<file path="src/rtl/tnkiii_back1_vram_bridge.sv">
`default_nettype none
// ============================================================================
// Module  : tnkiii_back1_vram_bridge
// Brief   : CPU-to-Back1 VRAM/scroll-register bus initiator. Optional VRAM
//           readback enabled by defining TNKIII_BACK1_READBACK_EN.
// Revision: 1.0 - initial release
// ============================================================================
module tnkiii_back1_vram_bridge #(
    parameter logic [15:0] VRAM_BASE  = 16'hD800,
    parameter logic [15:0] SCRY_ADDR  = 16'hC900,
    parameter logic [15:0] SCRX_ADDR  = 16'hCA00,
    parameter logic [15:0] MSB_ADDR   = 16'hC800,
    parameter int          STROBE_CYC = 2
) (
    input  logic        clk,
    input  logic        RESET,
    input  logic        cpu_req,
    input  logic        cpu_we,
    input  logic [15:0] cpu_addr,
    input  logic [7:0]  cpu_din,
    output logic [7:0]  cpu_dout,
    output logic        cpu_ack,
    output logic        WAITn,
    input  logic        VFLGn,
    input  logic [7:0]  VD_in,
    output logic [7:0]  VD_out,
    output logic [12:0] VA,
    output logic        BACK1_VRAM_CSn,
    output logic        V_C,
    output logic        VRD,
    output logic        VDG,
    output logic        VOE,
    output logic        VWE,
    output logic        B1SX,
    output logic        B1SY,
    output logic        B1X8,
    output logic        B1Y8,
    output logic        B1_COLBK
);

`ifdef TNKIII_BACK1_READBACK_EN
    localparam logic READBACK = 1'b1;
`else
    localparam logic READBACK = 1'b0;
`endif

    localparam logic [2:0] STROBE_LAST = 3'(STROBE_CYC - 1);

    typedef enum logic [2:0] {
        S_IDLE, S_SLOT, S_SETUP, S_STROBE, S_HOLD, S_REG_SETUP, S_REG_PULSE, S_DONE
    } state_t;

    state_t      r_state, w_next;
    logic [2:0]  r_cnt, w_cnt_next;
    logic        r_req_prev;
    logic        r_we, r_scrx, r_scry, r_msb, r_mapped;
    logic [12:0] r_va;
    logic [7:0]  r_din;

    logic [16:0] w_addr_ext;
    logic        w_in_vram, w_is_scrx, w_is_scry, w_is_msb, w_is_reg, w_start;
    logic [12:0] w_va;
    logic        w_cur_we, w_cur_scrx, w_cur_scry, w_cur_msb, w_cur_mapped;
    logic [12:0] w_cur_va;
    logic [7:0]  w_cur_din;
    logic        w_bus;

    assign w_addr_ext = {1'b0, cpu_addr};
    assign w_in_vram  = (w_addr_ext >= {1'b0, VRAM_BASE}) &&
                        (w_addr_ext <  ({1'b0, VRAM_BASE} + 17'd8192));
    assign w_va       = cpu_addr[12:0] - VRAM_BASE[12:0];
    assign w_is_scrx  = (cpu_addr == SCRX_ADDR);
    assign w_is_scry  = (cpu_addr == SCRY_ADDR);
    assign w_is_msb   = (cpu_addr == MSB_ADDR);
    assign w_is_reg   = w_is_scrx | w_is_scry | w_is_msb;
    assign w_start    = (r_state == S_IDLE) && cpu_req && !r_req_prev;

    // Outputs are registered from the next state, so in IDLE the live request
    // must be used; afterwards the copy latched at the request edge.
    always_comb begin
        w_cur_we     = r_we;
        w_cur_va     = r_va;
        w_cur_din    = r_din;
        w_cur_scrx   = r_scrx;
        w_cur_scry   = r_scry;
        w_cur_msb    = r_msb;
        w_cur_mapped = r_mapped;
        if (r_state == S_IDLE) begin
            w_cur_we     = cpu_we;
            w_cur_va     = w_va;
            w_cur_din    = cpu_din;
            w_cur_scrx   = w_is_scrx;
            w_cur_scry   = w_is_scry;
            w_cur_msb    = w_is_msb;
            w_cur_mapped = w_in_vram | w_is_reg;
        end
    end

    always_comb begin
        w_next     = r_state;
        w_cnt_next = r_cnt;
        case (r_state)
            S_IDLE: begin
                if (w_start) begin
                    if (w_in_vram && (cpu_we || READBACK)) w_next = S_SLOT;
                    else if (w_is_reg && cpu_we)           w_next = S_REG_SETUP;
                    else                                   w_next = S_DONE;
                end
            end
            S_SLOT:      if (VFLGn) w_next = S_SETUP;
            S_SETUP: begin
                if (VFLGn) begin
                    w_next     = S_STROBE;
                    w_cnt_next = 3'd0;
                end else begin
                    w_next = S_SLOT;
                end
            end
            S_STROBE: begin
                if (r_cnt == STROBE_LAST) w_next = S_HOLD;
                else                      w_cnt_next = r_cnt + 3'd1;
            end
            S_HOLD:      w_next = S_DONE;
            S_REG_SETUP: w_next = S_REG_PULSE;
            S_REG_PULSE: w_next = S_DONE;
            S_DONE:      w_next = S_IDLE;
            default:     w_next = S_IDLE;
        endcase
    end

    assign w_bus = (w_next == S_SETUP) || (w_next == S_STROBE) || (w_next == S_HOLD);

    always_ff @(posedge clk) begin
        if (RESET) begin
            r_state        <= S_IDLE;
            r_cnt          <= 3'd0;
            r_req_prev     <= cpu_req;   // a level held through reset is not a new edge
            r_we           <= 1'b0;
            r_va           <= 13'd0;
            r_din          <= 8'd0;
            r_scrx         <= 1'b0;
            r_scry         <= 1'b0;
            r_msb          <= 1'b0;
            r_mapped       <= 1'b0;
            cpu_dout       <= 8'hFF;
            cpu_ack        <= 1'b0;
            WAITn          <= 1'b1;
            VD_out         <= 8'hFF;
            VA             <= 13'd0;
            BACK1_VRAM_CSn <= 1'b1;
            V_C            <= 1'b0;
            VRD            <= 1'b0;
            VDG            <= 1'b1;
            VOE            <= 1'b1;
            VWE            <= 1'b1;
            B1SX           <= 1'b0;
            B1SY           <= 1'b0;
            B1X8           <= 1'b0;
            B1Y8           <= 1'b0;
            B1_COLBK       <= 1'b0;
        end else begin
            r_state    <= w_next;
            r_cnt      <= w_cnt_next;
            r_req_prev <= cpu_req;
            if (w_start) begin
                r_we     <= cpu_we;
                r_va     <= w_va;
                r_din    <= cpu_din;
                r_scrx   <= w_is_scrx;
                r_scry   <= w_is_scry;
                r_msb    <= w_is_msb;
                r_mapped <= w_in_vram | w_is_reg;
            end

            cpu_ack        <= (w_next == S_DONE);
            WAITn          <= !((w_next != S_IDLE) && w_cur_mapped);
            V_C            <= w_bus;
            BACK1_VRAM_CSn <= !w_bus;
            VDG            <= !w_bus;
            VRD            <= w_bus && w_cur_we;
            VA             <= w_bus ? w_cur_va : 13'd0;
            VWE            <= !((w_next == S_STROBE) && w_cur_we);
            VOE            <= !((w_next == S_STROBE) && !w_cur_we);
            VD_out         <= ((w_bus && w_cur_we) || (w_next == S_REG_SETUP) ||
                               (w_next == S_REG_PULSE)) ? w_cur_din : 8'hFF;
            B1SX           <= (w_next == S_REG_PULSE) && w_cur_scrx;
            B1SY           <= (w_next == S_REG_PULSE) && w_cur_scry;
            if ((w_next == S_REG_PULSE) && w_cur_msb) begin
                B1Y8     <= w_cur_din[0];
                B1X8     <= w_cur_din[1];
                B1_COLBK <= w_cur_din[6];
            end

            // Reads that bypass the VRAM strobe return all-ones.
            if ((r_state == S_STROBE) && (w_next == S_HOLD) && !r_we)
                cpu_dout <= VD_in;
            else if ((w_next == S_DONE) && (r_state != S_HOLD) && !w_cur_we)
                cpu_dout <= 8'hFF;
        end
    end

endmodule
`default_nettype wire

</file>
<file path="config.mk">
export PLATFORM = sky130hd
export DESIGN_NAME = tnkiii_back1_vram_bridge
export DESIGN_NICKNAME = d
export VERILOG_FILES = /design/src/rtl/tnkiii_back1_vram_bridge.sv
export SDC_FILE = /design/constraint.sdc
export NUM_CORES = 1
export LEC_CHECK = 0
export CAP_MARGIN = 20
export CORE_ASPECT_RATIO = 0.6
export CORE_MARGIN = 5
export CORE_UTILIZATION = 56
export CTS_CLUSTER_DIAMETER = 150
export CTS_CLUSTER_SIZE = 25
export DETAILED_ROUTE_END_ITERATION = 6
export DONT_BUFFER_PORTS = 1
export PLACE_DENSITY = 0.84
export SLEW_MARGIN = 20
export SYNTH_ARGS = -nofsm -noshare
export SYNTH_HDL_FRONTEND = slang
export SYNTH_SLANG_ARGS = --single-unit
</file>
<file path="constraint.sdc">
create_clock -name clk -period 2 [get_ports clk]
set_input_delay 0.2 -clock clk [delete_from_list [all_inputs] [get_ports clk]]
set_output_delay 0.2 -clock clk [all_outputs]
set_load 0.005 [all_outputs]
</file>
==> out/qor.csv <==
stage,metric,value,unit
status,status,"finished, violations left",
status,violations,setup timing,
synthesis,synth_compound_area_share,18.7,%
global_route,grt_pass1_wl,13000,µm
drt,dr.first_iter.drc_count,219,
sta,worst_pin_slew,0.422,ns
hold_path,hp-class,input pin to flop,
pwr,leakage,1.52,nW
global_route,grt_pass1_vias,2579,
synthesis,synth_seq_cells,74,
drt,drt-pass1-iter-count,5,
synthesis,synth-edff-count,0,
drt,drt_wl_total,8760,µm
pwr,seqPwrFrac,41.2,%
pwr,power.share.clock,29.8,%
clock_tree,clk_pin_slew,0.07,ns
sta,rsz0062_at_grt,true,
setup_path,worstSetupPathType,flop to flop,
drt,vias,2783,
synthesis,ys_warn_count,0,
drt,wl_per_cell,18.8,µm
placement,place_area,0.00313,mm²
global_route,grt-ovfl-total,0,
synthesis,avgSynthCellArea,8.77,µm²
drt,viasPerCell,5.98,
synthesis,synthAdderAreaFrac,0.854,%
synthesis,syn_area,0.00293,mm²
sta,fin_crit,2.07,ns
sta,setup_tns,-0.487,ns
sta,hold_violations,0,
pwr,powerDensity,1060,mW/mm²
sta,fmax,483,MHz
drt,drcViolationCount,0,
flow_run,cap_violations,0,
pwr,power.internal,2.85,mW
sta,timing.final.crit_share,104,%
clock_tree,h-tree-depth,3,
clock_tree,clk_latency,0.36,ns
cells_and_area,num_antenna_cells,0,
floorplan,die_w,103,µm
global_route,grt_use_total,25.4,%
pwr,peakVddDrop,0.683,mV
floorplan,core_area,0.00505,mm²
global_route,antenna_found_initial,0,
synthesis,async_flop_share,0,%
placement,place_congestion,0.968,
clock_tree,cts_tree,yes,
sta,maxSlewViolCount,0,
pwr,swShare,31.3,%
cells_and_area,fillCellCount,334,
setup_path,start_kind,flop,
synthesis,synth_seq_area_share,50.6,%
pwr,power,4.15,mW
pwr,p_comb_share,29.0,%
sta,slew_headroom,71.6,%
cells_and_area,final_util,77.3,%
cells_and_area,syn_to_final_growth,33.3,%
cells_and_area,drive_gt1_share,22.8,%
placement,pre_cts_ws,-0.0590,ns
synthesis,synth_nets,373,
clock_tree,clkSinkCount,74,
placement,hpwl,5130,µm
clock_tree,cts_buffers,9,
cells_and_area,stdcell_area,0.00391,mm²
synthesis,yosysUniqueCellTypes,47,
setup_path,required,2.24,ns
floorplan,rows,20,
setup_path,crit_arrival,2.31,ns
synthesis,ys.flop_type,dfxtp_1,
synthesis,syn_inst,334,
clock_tree,max-clock-path-buffers,2,
floorplan,die_h,66.0,µm
sta,fin_worst_skew,0.00736,ns
synthesis,synth_xor_area_share,0.598,%
drt,postRouteAntennaNets,0,
synthesis,synth_top_family_by_area,simple AND/OR/NAND/NOR gates,
setup_path,crit_fanout,8,
global_route,grt_max_degree,38,
floorplan,start_util,58.0,%
sta,setup_slack,-0.0706,ns
floorplan,die_area,0.00683,mm²
sta,setup_violations,12,
synthesis,synthMuxAreaShare,3.07,%
cells_and_area,fin_nets,433,
placement,io_buffers,0,
setup_path,endpoint_kind,flop,
pwr,power_switching,1.30,mW
clock_tree,root_buffer,clkbuf_8,
synthesis,synth-simple-area-share,21.8,%
floorplan,io_pins,79,
-- synthesized netlist by cell type, drive strengths merged (2+ instances only) --
| library cell | count | area (µm²) |
|---|---|---|
| a211oi | 7 | 62.6 |
| o2111ai | 3 | 32.5 |
| a21boi | 2 | 26.3 |
| o211ai | 2 | 15.0 |
| nor4 | 4 | 25.0 |
| or3 | 5 | 31.3 |
| dfxtp | 74 | 1480 |
| clkbuf | 13 | 48.8 |
| nor3 | 3 | 20.0 |
| o21bai | 4 | 30.0 |
| o21ai | 11 | 55.1 |
| nor2 | 25 | 93.8 |
| a21oi | 38 | 190 |
| nand2 | 82 | 308 |
| mux2i | 9 | 90.1 |
| buf | 9 | 65.1 |
| nor2b | 2 | 12.5 |
| inv | 4 | 15.0 |
| and4 | 3 | 26.3 |
| o22a | 8 | 70.1 |
| nand3 | 4 | 20.0 |
| a31oi | 2 | 12.5 |
| ha | 2 | 25.0 |
| nand2b | 3 | 18.8 |
-- routing by layer --
metal  up-vias  track usage (%)  share of wire, %
li1       1273                -                 -
met5         -                0                 0
met2       152             38.3                46
met3        21             9.59                11
met1      1337             32.3                41
met4         0             11.5               2.0
-- power groups by stage --
stage / Clock, mW / Combinational (mW) / Sequential [mW]
6_report: 1.24 / 1.20 / 1.71
5_1_grt: 1.34 / 1.29 / 1.72
4_1_cts: 1.25 / 0.991 / 1.71
3_5_place_dp: 0 / 0.870 / 1.73
3_3_place_gp: 0 / 0.848 / 1.73
2_1_floorplan: 0 / 0.630 / 1.70
-- timing repair --
| action | in CTS | in global routing |
|---|---|---|
| hold buffers | 31 | 0 |
| pin swaps | 6 | 22 |
| setup buffers | 1 | 9 |
| gates cloned | 0 | 1 |
| gates resized for setup | 11 | 37 |
| endpoints found under the hold margin | 62 | 0 |
| setup endpoints to repair | 21 | 41 |
-- stage by stage --
step	hold slack, ns	instances
5_1_grt	0.0112	465
3_3_place_gp	0.228	408
3_5_place_dp	0.228	408
4_1_cts	0.00365	456
2_1_floorplan	0.228	334
6_report	0.0127	465
-- sequential cells by signal (all words and copies together), names as in the netlist, 3 cells and up --
register / cells
VA: 13
VD_out: 8
cpu_dout: 8
r_cnt: 3
r_din: 8
r_state: 3
r_va: 13
-- cell families after synthesis --
family	after synthesis
AO/OA/AOI/OAI	82
XOR/XNOR	2
adder cells (fa/ha/maj)	2
buffers and inverters	26
flip-flops	74
multiplexers	9
AND/OR/NAND/NOR	139
-- layout make-up --
cell class | count | area, µm² | share of cell area (%)
tap | 66 | 82.6 | 2.11
sequential | 74 | 1490 | 38.2
timing repair buffer | 71 | 633 | 16.2
clock buffer | 12 | 135 | 3.46
multi-input combinational | 234 | 1470 | 37.7
clock inverter | 4 | 76.3 | 1.95
inverter | 4 | 15.0 | 0.384
-- cells in the final DEF, fill, tap and decap left out, drive strengths merged, types with 2 or more instances in the layout --
cell / n
o21bai: 4
a211oi: 7
inv: 4
o211ai: 2
a31oi: 2
and4: 3
o22a: 8
nand3: 4
nor2b: 2
o21ai: 11
o2111ai: 3
ha: 2
a21oi: 38
clkbuf: 12
bufinv: 2
nor2: 25
dfxtp: 74
nor4: 4
dlygate4sd3: 30
or3: 5
nor3: 3
a21boi: 2
mux2i: 9
nand2b: 3
buf: 41
nand2: 82
-- path summary, 6_finish.rpt --
path	startpoint	to	slack [ns]	cells after the start
worst min-delay path	cpu_addr[0]	VA[0]$_SDFF_PP0_	0.01	2
worst max-delay path	r_state[2]$_SDFF_PP0_	VD_out[1]$_SDFF_PP1_	-0.07	7
worst min register to register	r_din[6]$_SDFFE_PP0N_	r_din[6]$_SDFFE_PP0N_	0.46	2
worst max register to register	r_state[2]$_SDFF_PP0_	VD_out[1]$_SDFF_PP1_	-0.07	7
-- critical path: stages, from the launching register on --
cell	delay (ns)
dfxtp_2	0.35
or3_4	0.39
nor3b_4	0.32
a21oi_2	0.15
buf_4	0.19
nor2_4	0.10
a21boi_4	0.33
o21bai_1	0.12
No activity file was read; power rests on OpenSTA's default activity.
